**config.mk**
```make
export PLATFORM = sky130hd
export DESIGN_NAME = im_loader_flat
export DESIGN_NICKNAME = d
export VERILOG_FILES = /design/src/rtl/im_loader_if.sv /design/src/rtl/im_loader.sv /design/src/flat_wrapper.sv
export SDC_FILE = /design/constraint.sdc
export NUM_CORES = 1
export LEC_CHECK = 0
export ABC_AREA = 1
export BUFFER_PORTS_ARGS = -buffer_cell sky130_fd_sc_hd__buf_2
export CORE_MARGIN = 8
export CORE_UTILIZATION = 39
export CTS_CLUSTER_DIAMETER = 30
export DETAILED_ROUTE_END_ITERATION = 8
export PLACE_DENSITY_LB_ADDON = 0.12
export SLEW_MARGIN = 20
export SYNTH_ARGS = -nofsm -noshare
export SYNTH_HDL_FRONTEND = slang
export SYNTH_SLANG_ARGS = --single-unit
```
**constraint.sdc**
```tcl
create_clock -name clk -period 1.6 [get_ports clk]
set_input_delay 0.24 -clock clk [delete_from_list [all_inputs] [get_ports clk]]
set_output_delay 0.24 -clock clk [all_outputs]
set_load 0.05 [all_outputs]
```
**src/rtl/im_loader_if.sv**
```systemverilog
// ============================================================================
// im_loader_if : byte-stream input and instruction-memory write port  (rev 1.0)
// ============================================================================
`default_nettype none

interface im_loader_if #(
   parameter int ADDR_W = 10
);
   logic              in_valid;
   logic [7:0]        in_data;
   logic              in_ready;
   logic              we;
   logic [ADDR_W-1:0] waddr;
   logic [31:0]       wdata;

   // master: the loader; slave: the stream source / memory side
   modport master (
      input  in_valid, in_data,
      output in_ready, we, waddr, wdata
   );

   modport slave (
      output in_valid, in_data,
      input  in_ready, we, waddr, wdata
   );
endinterface

`default_nettype wire

```
**src/rtl/im_loader.sv**
```systemverilog
// ============================================================================
// im_loader : length-prefixed big-endian byte stream -> instruction memory  (rev 1.0)
// ============================================================================
`default_nettype none

module im_loader #(
   parameter int ADDR_W    = 10,
   parameter int MAX_WORDS = 1024
) (
   input  wire logic        clk,
   input  wire logic        rst,
   input  wire logic        start,
   im_loader_if.master      bus,
   output logic             busy,
   output logic             done,
   output logic             err,
   output logic [ADDR_W:0]  word_count
);

   localparam int          CW    = ADDR_W + 1;
   localparam logic [16:0] MAX_N = 17'(MAX_WORDS);

   typedef enum logic [2:0] {
      S_IDLE   = 3'd0,
      S_LEN_HI = 3'd1,
      S_LEN_LO = 3'd2,
      S_DATA   = 3'd3,
      S_WRITE  = 3'd4
   } state_t;

   state_t          state;
   state_t          state_nxt;
   logic            in_ready;
   logic            hs;
   logic [7:0]      len_hi;
   logic [15:0]     len;
   logic [15:0]     n_rx;
   logic [23:0]     asm_word;
   logic [1:0]      byte_idx;
   logic [CW-1:0]   count_nxt;
   logic            count_hit;
   logic            n_zero;
   logic            n_big;
   logic [ADDR_W-1:0] waddr;
   logic [31:0]     wdata;

   assign hs        = bus.in_valid && in_ready;
   assign n_rx      = {len_hi, bus.in_data};
   assign n_zero    = (n_rx == 16'd0);
   assign n_big     = ({1'b0, n_rx} > MAX_N);
   assign count_nxt = word_count + CW'(1);
   assign count_hit = (17'(count_nxt) == {1'b0, len});

   assign busy         = (state != S_IDLE);
   assign bus.we       = (state == S_WRITE);
   assign bus.in_ready = in_ready;
   assign bus.waddr    = waddr;
   assign bus.wdata    = wdata;

   always_ff @(posedge clk) begin
      if (rst) begin
         state <= S_IDLE;
      end else begin
         state <= state_nxt;
      end
   end

   // in_ready is a pure function of state, never of in_valid
   always_comb begin
      state_nxt = state;
      in_ready  = 1'b0;
      case (state)
         S_IDLE: begin
            if (start) state_nxt = S_LEN_HI;
         end
         S_LEN_HI: begin
            in_ready = 1'b1;
            if (hs) state_nxt = S_LEN_LO;
         end
         S_LEN_LO: begin
            in_ready = 1'b1;
            if (hs) state_nxt = (n_zero || n_big) ? S_IDLE : S_DATA;
         end
         S_DATA: begin
            in_ready = 1'b1;
            if (hs && byte_idx == 2'd3) state_nxt = S_WRITE;
         end
         S_WRITE: begin
            state_nxt = count_hit ? S_IDLE : S_DATA;
         end
         default: state_nxt = S_IDLE;
      endcase
   end

   always_ff @(posedge clk) begin
      if (rst) begin
         len_hi     <= '0;
         len        <= '0;
         asm_word   <= '0;
         byte_idx   <= '0;
         word_count <= '0;
         done       <= 1'b0;
         err        <= 1'b0;
         waddr      <= '0;
         wdata      <= '0;
      end else begin
         case (state)
            S_IDLE: begin
               if (start) begin
                  done       <= 1'b0;
                  err        <= 1'b0;
                  word_count <= '0;
               end
            end
            S_LEN_HI: begin
               if (hs) len_hi <= bus.in_data;
            end
            S_LEN_LO: begin
               if (hs) begin
                  len      <= n_rx;
                  byte_idx <= 2'd0;
                  if (n_zero)     done <= 1'b1;
                  else if (n_big) err  <= 1'b1;
               end
            end
            S_DATA: begin
               if (hs) begin
                  asm_word <= {asm_word[15:0], bus.in_data};
                  byte_idx <= byte_idx + 2'd1;
                  // capture the write port on the last byte so WRITE drives registers only
                  if (byte_idx == 2'd3) begin
                     waddr <= word_count[ADDR_W-1:0];
                     wdata <= {asm_word, bus.in_data};
                  end
               end
            end
            S_WRITE: begin
               word_count <= count_nxt;
               if (count_hit) done <= 1'b1;
            end
            default: ;
         endcase
      end
   end

endmodule

`default_nettype wire

```
**src/flat_wrapper.sv**
```systemverilog
// flat-port wrapper written by rule: the top's interface ports become plain ports
module im_loader_flat 
#(
   parameter int ADDR_W    = 10,
   parameter int MAX_WORDS = 1024
)
  (clk, rst, start, busy, done, err, word_count, bus_in_valid, bus_in_data, bus_in_ready, bus_we, bus_waddr, bus_wdata);
  im_loader_if #(.ADDR_W(ADDR_W)) bus_i ();
  input  wire logic clk;
  input  wire logic rst;
  input  wire logic start;
  output logic busy;
  output logic done;
  output logic err;
  output logic [ADDR_W:0] word_count;
  input wire logic [$bits(bus_i.in_valid)-1:0] bus_in_valid;
  input wire logic [$bits(bus_i.in_data)-1:0] bus_in_data;
  output wire logic [$bits(bus_i.in_ready)-1:0] bus_in_ready;
  output wire logic [$bits(bus_i.we)-1:0] bus_we;
  output wire logic [$bits(bus_i.waddr)-1:0] bus_waddr;
  output wire logic [$bits(bus_i.wdata)-1:0] bus_wdata;
  assign bus_i.in_valid = bus_in_valid;
  assign bus_i.in_data = bus_in_data;
  assign bus_in_ready = bus_i.in_ready;
  assign bus_we = bus_i.we;
  assign bus_waddr = bus_i.waddr;
  assign bus_wdata = bus_i.wdata;
  im_loader #(.ADDR_W(ADDR_W), .MAX_WORDS(MAX_WORDS)) u_core (.clk(clk), .rst(rst), .start(start), .bus(bus_i), .busy(busy), .done(done), .err(err), .word_count(word_count));
endmodule
```
==> out/qor.txt, run 1 <==
# diodes -> 0
Max stage delay cell, worst path -> dfxtp_4
CP max FO -> 6
clock slew at reported path FFs -> 0.07 ns
DR WL/cell -> 14.50 µm
Fin. Hold Viols -> 0
max_cap viols -> 0
Rows -> 39
Worst Path Arrival -> 1.92 ns
PwrDens -> 1270 nW/µm²
via count of the first global-routing pass -> 4148
GPL Wtd Cong -> 0.8418
H-Tree Level Count -> 3
CTS tree -> done
Most common cell on crit path -> nand2_1
mux contribution to synthesized area -> 0
share of layout cells above drive strength 1 -> 0.3759
worst stage delay on the critical path -> 0.38 ns
wirelength, routed -> 12.41 mm
Setup WS post-layout -> -0.1112 ns
clk sinks -> 108
Die Width -> 123.6 µm
WP data required -> 1.81 ns
largest net degree at the start of global routing -> 65
Seq/Total Area, Yosys -> 0.4791
max_slew headroom -> 0.7457
core area -> 11370 µm²
library cells used by synthesis -> 32
most frequent cells in the layout -> dfxtp_1 (95), nand2_1 (88), a21oi_1 (69), buf_2 (67), inv_1 (65)
top_reg_cell synth -> dfxtp_1
initial antenna violation count -> 0
ys async rst share -> 0
Setup Skew -> 0.005662 ns
first-pass GRT wire length -> 20.26 mm
mapped cell area -> 4513 µm²
Max Buffers Root-to-Sink -> 2
status -> finished, violations left
FF+latch count, synth -> 108
die height -> 123.6 µm
Synth warnings -> 0
Via density -> 4.918
Cell Chain, Critical Path -> ha_4, nand3_4, nor2_4, nand2_1, nand2_1, nand2_1, nand2_1, nand2_1, nor2_1, nand3_1, nand2_2, nand3_1, nand2_1, a21oi_1
Area Overhead vs Synth -> 38.26%
hold_buf cts -> 0
Compound-Gate Fraction of Synth Area -> 0.2179
most common cell after layout, fill and taps aside -> dfxtp_1
Routed Antenna Nets -> 0
IO buf count -> 69
syn nets -> 602
Final TNS setup -> -2.726 ns
main combinational cell family by area after synthesis -> compound AO/OA/AOI/OAI gates
Total GRT Usage -> 0.1680
final number of setup-violating endpoints -> 45
fin nets -> 724
Pre-antenna DRT Iters -> 4
period utilization -> 1.070
syn avg cell area -> 7.675 µm²
RSZ-0062 raised after global routing -> true
post-synthesis xor/xnor area fraction -> 0.001941
gr ovfl total -> 0
Detailed Route Iter0 Violations -> 208
Simple-Gate Fraction of Synth Area -> 0.1963
DRC viols -> 0
die area -> 15270 µm²
minimum clock period -> 1.711 ns
Peak VDD IR -> 578.1 µV
failing checks -> negative setup slack
fmax -> 584.4 MHz
count of final max-slew check failures -> 0
Num CTS Buffers -> 9
Initial Util -> 0.3969
routed vias -> 4210
Pleak -> 2.651 nW
Ports -> 70
startpoint types -> register
Final Hold Slack -> 0.1902 ns
clk root buf -> clkbuf_16
adder-cell share of the synthesized area -> 0.005545
Post-Synthesis Cells -> 588
DP HPWL -> 8.783 mm
Slew @ Worst Pin -> 0.3815 ns
CP Capture Type -> register
CP Class -> reg -> reg
later-pin clock latency in the skew report -> 0.34 ns
Post-synth EDFFs -> 0
HP Class -> in -> reg
## where the power goes
group	internal [mW]	switching, mW	leakage [nW]
Sequential	2.95	0.186	0.881
Combinational	0.943	1.53	1.62
Clock	1.34	0.975	0.153
Total	5.24	2.69	2.65
## cell usage after synthesis, types with 2 or more instances
cell type  instances  share of area
nor3_1             2         0.0022
nand2_1           91          0.076
nor2_1            62          0.052
nand4_1            4         0.0055
nor4_1             2         0.0028
nand2_2            3         0.0042
a31oi_1            2         0.0028
ha_1               2         0.0055
inv_2              7         0.0058
a21oi_1           77          0.085
o21ai_0           65          0.072
a211oi_1           2         0.0033
buf_6              6          0.015
nand3_1           33          0.037
a211oi_2          19          0.053
dfxtp_1          108           0.48
clkbuf_1          17          0.014
buf_2              2         0.0022
buf_4              2         0.0033
inv_1             66          0.055
nor2_2             5         0.0069
## kinds of logic (layout without fill, tap and decap cells)
| kind of cell | Yosys count | after routing |
|---|---|---|
| AND/OR/NAND/NOR | 208 | 208 |
| adder cells (fa/ha/maj) | 2 | 2 |
| flip-flops | 108 | 108 |
| XOR/XNOR | 1 | 1 |
| AO/OA/AOI/OAI | 166 | 166 |
| buffers and inverters | 103 | 228 |
## path summary, 6_finish.rpt
kind                              from                   end  slack (ns)  depth (start not counted)
setup / recovery  u_core.word_count[0]       u_core.state[0]       -0.11                         14
hold / removal                   start           u_core.done        0.19                          4
setup reg to reg  u_core.word_count[0]       u_core.state[0]       -0.11                         14
hold reg to reg    u_core.asm_word[22]  u_core.bus.wdata[30]        0.46                          2
## layer usage
| metal | vias up | wire (µm) | share of wire | global-route usage |
|---|---|---|---|---|
| li1 | 2182 | - | - | - |
| met1 | 1915 | 5770 | 0.46 | 0.2191 |
| met2 | 96 | 5683 | 0.46 | 0.2663 |
| met3 | 17 | 707 | 0.057 | 0.03264 |
| met4 | 0 | 247 | 0.020 | 0.07223 |
| met5 | - | 0 | 0 | 0 |
## worst max-delay path: cells and delay by family (launching register included)
family	cells	cell delay [ns]
DFF	1	0.38
and+or+nand+nor	12	0.96
AOI/OAI and AO/OA	1	0.06
adders and majority gates	1	0.17
## state kept, by name, indices dropped and copies added (netlist names)
| register | cells |
|---|---|
| u_core.asm_word | 24 |
| u_core.bus.waddr | 10 |
| u_core.bus.wdata | 32 |
| u_core.byte_idx | 2 |
| u_core.done | 1 |
| u_core.err | 1 |
| u_core.len | 16 |
| u_core.len_hi | 8 |
| u_core.state | 3 |
| u_core.word_count | 11 |
## final cells by class
type / instances / area (µm²)
Inverter: 74 / 292.8
Clock inverter: 3 / 43.79
Fill cell: 1089 / 5130
Sequential cell: 108 / 2191
Tap cell: 143 / 178.9
Clock buffer: 11 / 264.0
Multi-Input combinational cell: 377 / 2206
Timing Repair Buffer: 140 / 1064
## through the flow
step                      std cells  area [µm²]  worst slack, ns  utilization  power (mW)
after floorplan                 588        4654          -0.1084            -       4.612
after global placement          829        5503          -0.1394       0.4840       5.300
after detailed placement        829        5503          -0.1853       0.4840       5.332
after CTS                       853        6142         -0.09009       0.5402       7.868
after global routing            856        6240          -0.3011       0.5488       8.342
final                           856        6240          -0.1112       0.5488       7.923
## what timing repair did
item,4_1_cts,5_1_grt
pin swaps,9,3
resized for setup,73,35
endpoints found under the setup margin,66,83
setup buffers,7,2
cloned,3,1
(Power assumes the default switching activity.)
==> run 2: changes to the inputs <==
CORE_UTILIZATION = 56   (was 39)
clock period = 1.7 ns   (was 1.6 ns; I/O delays follow)
==> run 2 against run 1 <==
Against the previous run:
- the flow still finishes with violations (negative setup slack)
- final cell count down 6.0%
- global-route usage up 4.2 points
- combinational power down 6%
- first-iteration DRC count down 0.96%
- sequential share of layout area up 1.0 points
- largest cell class unchanged
- largest power group unchanged
==> out/qor.txt, run 2 (synthesis gave the netlist of run 1 again) <==
Num CTS Buffers -> 9 (unchanged)
Seq pwr share -> 0.425 (was 0.396)
H-Tree Level Count -> 3 (unchanged)
fmax -> 548.0 MHz (was 584.4 MHz)
final core occ -> 0.7811 (was 0.5488)
Area Overhead vs Synth -> 34.43% (was 38.26%)
internal power -> 4.371 mW (was 5.236 mW)
max_slew headroom -> 0.7193 (was 0.7457)
DR WL/cell -> 15.97 µm (was 14.50 µm)
Total GRT Usage -> 0.2102 (was 0.1680)
Initial Util -> 0.5810 (was 0.3969)
wirelength, routed -> 12.86 mm (was 12.41 mm)
startpoint types -> register (unchanged)
DRC viols -> 0 (unchanged)
die area -> 11190 µm² (was 15270 µm²)
hold_buf cts -> 0 (unchanged)
HP Class -> in -> reg (unchanged)
first-pass GRT wire length -> 19.61 mm (was 20.26 mm)
max_cap viols -> 0 (unchanged)
RSZ-0062 raised after global routing -> true (unchanged)
Max Buffers Root-to-Sink -> 2 (unchanged)
Setup WS post-layout -> -0.1248 ns (was -0.1112 ns)
status -> finished, violations left (unchanged)
routed vias -> 4376 (was 4210)
period utilization -> 1.073 (was 1.070)
Via density -> 5.436 (was 4.918)
die height -> 105.8 µm (was 123.6 µm)
fin nets -> 712 (was 724)
Die Width -> 105.8 µm (was 123.6 µm)
DP HPWL -> 8.398 mm (was 8.783 mm)
minimum clock period -> 1.825 ns (was 1.711 ns)
clock slew at reported path FFs -> 0.11 ns (was 0.07 ns)
final number of setup-violating endpoints -> 45 (unchanged)
Detailed Route Iter0 Violations -> 206 (was 208)
Switching Fraction -> 0.3714 (was 0.3391)
Pleak -> 2.531 nW (was 2.651 nW)
IO buf count -> 69 (unchanged)
WP data required -> 2.00 ns (was 1.81 ns)
Ports -> 70 (unchanged)
CP Capture Type -> register (unchanged)
failing checks -> negative setup slack (unchanged)
CP max FO -> 5 (was 6)
PwrDens -> 1146 nW/µm² (was 1270 nW/µm²)
initial antenna violation count -> 0 (unchanged)
Largest regs -> u_core.bus.wdata x32, u_core.asm_word x24, u_core.len x16 (unchanged)
Biggest register -> u_core.bus.wdata (unchanged)
via count of the first global-routing pass -> 4176 (was 4148)
Routed Antenna Nets -> 0 (unchanged)
Worst Path Arrival -> 2.12 ns (was 1.92 ns)
CTS tree -> done (unchanged)
gr ovfl total -> 0 (unchanged)
clk root buf -> clkbuf_8 (was clkbuf_16)
largest net degree at the start of global routing -> 39 (was 65)
clk sinks -> 108 (unchanged)
core area -> 7767 µm² (was 11370 µm²)
share of layout cells above drive strength 1 -> 0.3855 (was 0.3759)
most frequent cells in the layout -> dfxtp_1 (95), nand2_1 (88), buf_2 (68), inv_1 (64), a21oi_1 (64) (was dfxtp_1 (95), nand2_1 (88), a21oi_1 (69), buf_2 (67), inv_1 (65))
Cell Chain, Critical Path -> buf_6, inv_4, nor3_4, inv_2, a21oi_2, a21oi_2, nand2_4, nor2_4, buf_12, buf_8, nor2_4, a211oi_2 (was ha_4, nand3_4, nor2_4, nand2_1, nand2_1, nand2_1, nand2_1, nand2_1, nor2_1, nand3_1, nand2_2, nand3_1, nand2_1, a21oi_1)
Peak VDD IR -> 702.9 µV (was 578.1 µV)
P_sw -> 2.582 mW (was 2.687 mW)
Max stage delay cell, worst path -> dfxtp_2 (was dfxtp_4)
Slew @ Worst Pin -> 0.4211 ns (was 0.3815 ns)
Pre-antenna DRT Iters -> 7 (was 4)
count of final max-slew check failures -> 0 (unchanged)
combinational share of power -> 0.335 (was 0.312)
Rows -> 32 (was 39)
pre-CTS worst setup slack -> -0.07998 ns (was -0.1853 ns)
Power Total -> 6.953 mW (was 7.923 mW)
Area after DPL -> 5281 µm² (was 5503 µm²)
# diodes -> 0 (unchanged)
Fin. Hold Viols -> 0 (unchanged)
GPL Wtd Cong -> 0.8902 (was 0.8418)
Setup Skew -> 0.01053 ns (was 0.005662 ns)
later-pin clock latency in the skew report -> 0.38 ns (was 0.34 ns)
most common cell after layout, fill and taps aside -> dfxtp_1 (unchanged)
max reg flops -> 32 (unchanged)
worst stage delay on the critical path -> 0.35 ns (was 0.38 ns)
Final Instance Area -> 6067 µm² (was 6240 µm²)
flop-to-flop setup slack -> -0.12 ns (was -0.11 ns)
CP Class -> reg -> reg (unchanged)
clock network power share -> 0.240 (was 0.292)
-- run 2: cell count changes in the layout (fill, tap and decap cells not counted), moves of 3 or more --
cell / previous run / this run
buf_4: 53 / 38
nor2_2: 13 / 27
clkbuf_8: 1 / 10
o21ai_0: 34 / 43
o21ai_1: 11 / 2
buf_8: 1 / 9
nor2_1: 38 / 31
nor2_4: 17 / 10
clkbuf_16: 10 / 4
a21oi_1: 69 / 64
a21oi_2: 8 / 13
buf_6: 10 / 5
buf_16: 3 / 0
-- run 2: critical path, delay by kind of cell (launching register included) --
kind | cells | cell delay (ns)
simple gates | 4 | 0.41
compound gates | 3 | 0.40
buf+inv | 5 | 0.57
flops | 1 | 0.35
-- run 2: final timing paths --
path	startpoint	endpoint	depth (start not counted)
min reg2reg	u_core.len[13]	u_core.len[13]	2
max reg2reg	u_core.state[1]	u_core.bus.wdata[20]	12
max	u_core.state[1]	u_core.bus.wdata[20]	12
min	start	u_core.done	4
-- run 2: layout make-up --
class	instances	area, µm²
Fill cell	550	1700
Tap cell	102	127.6
Clock buffer	10	137.6
Clock inverter	6	68.82
Sequential cell	108	2191
Inverter	74	299.0
Timing Repair Buffer	128	997.2
Multi-Input combinational cell	377	2246
-- run 2: routing by layer --
metal  routed length [µm]  global-route usage  up-vias
li1                     -                   -     2137
met1                 5514              0.2622     2076
met2                 6374              0.3472      143
met3                  766             0.04263       20
met4                  202             0.08342        0
met5                    0                   0        -
-- run 2: metrics by stage --
stage	instances	hold WS [ns]	TNS, ns
floorplan	588	0.3967	-0.08633
global placement	774	0.4372	-0.8768
detailed placement	774	0.4425	-1.606
CTS	795	0.1727	-0.3966
global route	805	0.1747	-7.129
finish	805	0.1650	-3.283
-- run 2: power groups by stage --
stage	logic [mW]	registers, mW	clock network (mW)
after floorplan	1.02	3.29	0
after global placement	1.90	2.96	0
after detailed placement	1.94	2.97	0
after CTS	2.06	2.94	1.67
after global routing	2.52	2.98	1.78
final	2.33	2.95	1.67
-- run 2: repair_timing --
item,4_1_cts,5_1_grt
cloned,0,6
gates resized for setup,60,72
setup buffers,5,4
pin swaps,8,22
endpoints found under the setup margin,45,73
==> run 3: changes to the inputs <==
CELL_PAD_IN_SITES_DETAIL_PLACEMENT = 0   (was not set)
CELL_PAD_IN_SITES_GLOBAL_PLACEMENT = 1   (was not set)
CORE_UTILIZATION = 41   (was 56)
==> run 3 against run 2 <==
Against the previous run:
- the run still ends with negative setup slack left
- core utilization shrank 24 points
- global-route usage is 3.7 points lower
- final cell count increased by 3.7%
- non-clock buffer count fell by 9
- clock skew shrank 0.0044 ns
- register-to-register slack is essentially flat
- first-iteration DRC count fell by 1.9%
- hold slack better by 0.00087 ns
- critical path type unchanged
- critical endpoint is now u_core.bus.wdata[1]
- largest power group unchanged
==> out/qor.txt, run 3 (synthesis gave the netlist of run 1 again) <==
Initial Util -> 0.4182 (was 0.5810)
startpoint types -> register (unchanged)
Final Hold Slack -> 0.1659 ns (was 0.1650 ns)
Via density -> 5.010 (was 5.436)
minimum clock period -> 1.815 ns (was 1.825 ns)
CP Capture Type -> register (unchanged)
count of final max-slew check failures -> 0 (unchanged)
Ports -> 70 (unchanged)
die height -> 120.9 µm (was 105.8 µm)
Setup Skew -> 0.006088 ns (was 0.01053 ns)
failing checks -> negative setup slack (unchanged)
worst stage delay on the critical path -> 0.37 ns (was 0.35 ns)
combinational share of power -> 0.321 (was 0.335)
final number of setup-violating endpoints -> 42 (was 45)
clock network power share -> 0.247 (was 0.240)
Total GRT Usage -> 0.1735 (was 0.2102)
status -> finished, violations left (unchanged)
CTS tree -> done (unchanged)
share of layout cells above drive strength 1 -> 0.3468 (was 0.3855)
CP Class -> reg -> reg (unchanged)
r2r worst-path depth -> 12 (unchanged)
Slew @ Worst Pin -> 0.6308 ns (was 0.4211 ns)
clk sinks -> 108 (unchanged)
DRC viols -> 0 (unchanged)
routed vias -> 4183 (was 4376)
Critical Path Start -> u_core.state[0] (was u_core.state[1])
fin nets -> 704 (was 712)
Pleak -> 2.431 nW (was 2.531 nW)
Seq pwr share -> 0.432 (was 0.425)
initial antenna violation count -> 0 (unchanged)
period utilization -> 1.067 (was 1.073)
Die Width -> 120.9 µm (was 105.8 µm)
IO buf count -> 69 (unchanged)
DR WL/cell -> 15.37 µm (was 15.97 µm)
clk root buf -> clkbuf_8 (unchanged)
largest net degree at the start of global routing -> 65 (was 39)
Worst Path Arrival -> 2.12 ns (about the same)
Pre-antenna DRT Iters -> 4 (was 7)
via count of the first global-routing pass -> 4064 (was 4176)
Routed Antenna Nets -> 0 (unchanged)
WP data required -> 2.00 ns (about the same)
Setup WS post-layout -> -0.1145 ns (was -0.1248 ns)
PwrDens -> 1169 nW/µm² (was 1146 nW/µm²)
most frequent cells in the layout -> dfxtp_1 (95), nand2_1 (85), a21oi_1 (69), buf_2 (68), inv_1 (66) (was dfxtp_1 (95), nand2_1 (88), buf_2 (68), inv_1 (64), a21oi_1 (64))
Switching Fraction -> 0.3728 (was 0.3714)
Fin. Hold Viols -> 0 (unchanged)
wirelength, routed -> 12.84 mm (was 12.86 mm)
most common cell after layout, fill and taps aside -> dfxtp_1 (unchanged)
Num CTS Buffers -> 9 (unchanged)
Max stage delay cell, worst path -> dfxtp_4 (was dfxtp_2)
hold path cells -> 4 (unchanged)
Final TNS setup -> -1.378 ns (was -3.283 ns)
clock slew at reported path FFs -> 0.11 ns (about the same)
Hold Path Origin -> start (unchanged)
WHS Endpoint -> u_core.err (was u_core.done)
Most common cell on crit path -> nor2_4
die area -> 14620 µm² (was 11190 µm²)
Largest regs -> u_core.bus.wdata x32, u_core.asm_word x24, u_core.len x16 (unchanged)
CP max FO -> 6 (was 5)
Biggest register -> u_core.bus.wdata (unchanged)
Placed Cells -> 808 (was 774)
Max Buffers Root-to-Sink -> 2 (unchanged)
max reg flops -> 32 (unchanged)
HP Class -> in -> reg (unchanged)
# diodes -> 0 (unchanged)
Detailed Route Iter0 Violations -> 202 (was 206)
DP HPWL -> 8.780 mm (was 8.398 mm)
Reg-to-Reg End -> u_core.bus.wdata[1] (was u_core.bus.wdata[20])
Peak VDD IR -> 567.0 µV (was 702.9 µV)
GPL Wtd Cong -> 0.7948 (was 0.8902)
first-pass GRT wire length -> 20.48 mm (was 19.61 mm)
later-pin clock latency in the skew report -> 0.38 ns (about the same)
Area Overhead vs Synth -> 29.64% (was 34.43%)
internal power -> 4.291 mW (was 4.371 mW)
gr ovfl total -> 0 (unchanged)
max_cap viols -> 0 (unchanged)
Cell Chain, Critical Path -> nor2_4, inv_2, nor2_4, inv_4, or2_1, nand2_2, inv_2, nand2_2, nor2_4, buf_6, buf_8, a211oi_2 (was buf_6, inv_4, nor3_4, inv_2, a21oi_2, a21oi_2, nand2_4, nor2_4, buf_12, buf_8, nor2_4, a211oi_2)
Rows -> 38 (was 32)
core area -> 10790 µm² (was 7767 µm²)
R2R Path Start -> u_core.state[0] (was u_core.state[1])
H-Tree Level Count -> 3 (unchanged)
fmax -> 551.1 MHz (was 548.0 MHz)
flop-to-flop setup slack -> -0.11 ns (was -0.12 ns)
RSZ-0062 raised after global routing -> true (unchanged)
Cell Count, Final, Fillers Out -> 835 (was 805)
P_sw -> 2.551 mW (was 2.582 mW)
max_slew headroom -> 0.5795 (was 0.7193)
## run 3: changes by cell type in the layout (fill, tap and decap cells not counted), sizes merged
cell / change
bufinv: -1
buf: -5
clkinvlp: +1
clkbuf: -3
inv: -2
clkinv: +2
## run 3: how the worst max path moves through the flow
stage                                      end  slack (ns)  cells past startpoint
after detailed placement  u_core.bus.wdata[20]       -0.07                      9
after CTS                 u_core.bus.wdata[20]       -0.03                     12
after global placement    u_core.bus.wdata[18]       -0.07                      9
after floorplan           u_core.bus.wdata[22]       -0.01                     13
after global routing           u_core.state[0]       -0.22                     12
final                      u_core.bus.wdata[1]       -0.11                     12
## run 3: routing by layer
layer | share of wire | vias up | routed length (µm) | track usage
met3 | 0.046 | 15 | 587 | 0.03118
met1 | 0.47 | 1970 | 6022 | 0.2266
met4 | 0.014 | 0 | 181 | 0.06323
met2 | 0.47 | 69 | 6045 | 0.2801
li1 | - | 2129 | - | -
met5 | 0 | - | 0 | 0
## run 3: metrics by stage
stage          utilization  power, mW  setup slack [ns]  instance area, µm²
6_report            0.5421      6.842           -0.1145                5851
5_1_grt             0.5421      7.217           -0.2231                5851
4_1_cts             0.5168      6.641          -0.02600                5578
2_1_floorplan            -      4.317          -0.01339                4598
3_5_place_dp        0.4910      4.917          -0.07101                5299
3_3_place_gp        0.4910      4.893          -0.06772                5299
## run 3: worst max-delay path: cells and delay by family (launching register included)
kind / cells / cell delay [ns]
and+or+nand+nor: 6 / 0.76
AOI/OAI and AO/OA: 1 / 0.20
buffers and inverters: 5 / 0.41
DFF: 1 / 0.37
## run 3: area by class of cell
type	count	area (µm²)
Inverter	74	296.5
Sequential cell	108	2193
Clock inverter	5	51.30
Timing Repair inverter	1	11.26
Multi-Input combinational cell	377	2135
Clock buffer	11	173.9
Timing Repair Buffer	119	814.5
Fill cell	1038	4942
Tap cell	140	175.2
## run 3: timing repair
| item | CTS | global route |
|---|---|---|
| pin swaps | 1 | 22 |
| setup buffers | 1 | 8 |
| hold buffers | 0 | 0 |
| resized for setup | 17 | 79 |
| endpoints found under the setup margin | 41 | 72 |
| cloned | 0 | 3 |
## run 3: power by group through the flow
stage	Sequential, mW	Combinational, mW	Clock (mW)
after global placement	2.98	1.91	0
after global routing	2.99	2.39	1.84
after CTS	2.94	1.96	1.73
after detailed placement	2.99	1.93	0
final	2.95	2.20	1.69
after floorplan	3.29	1.02	0
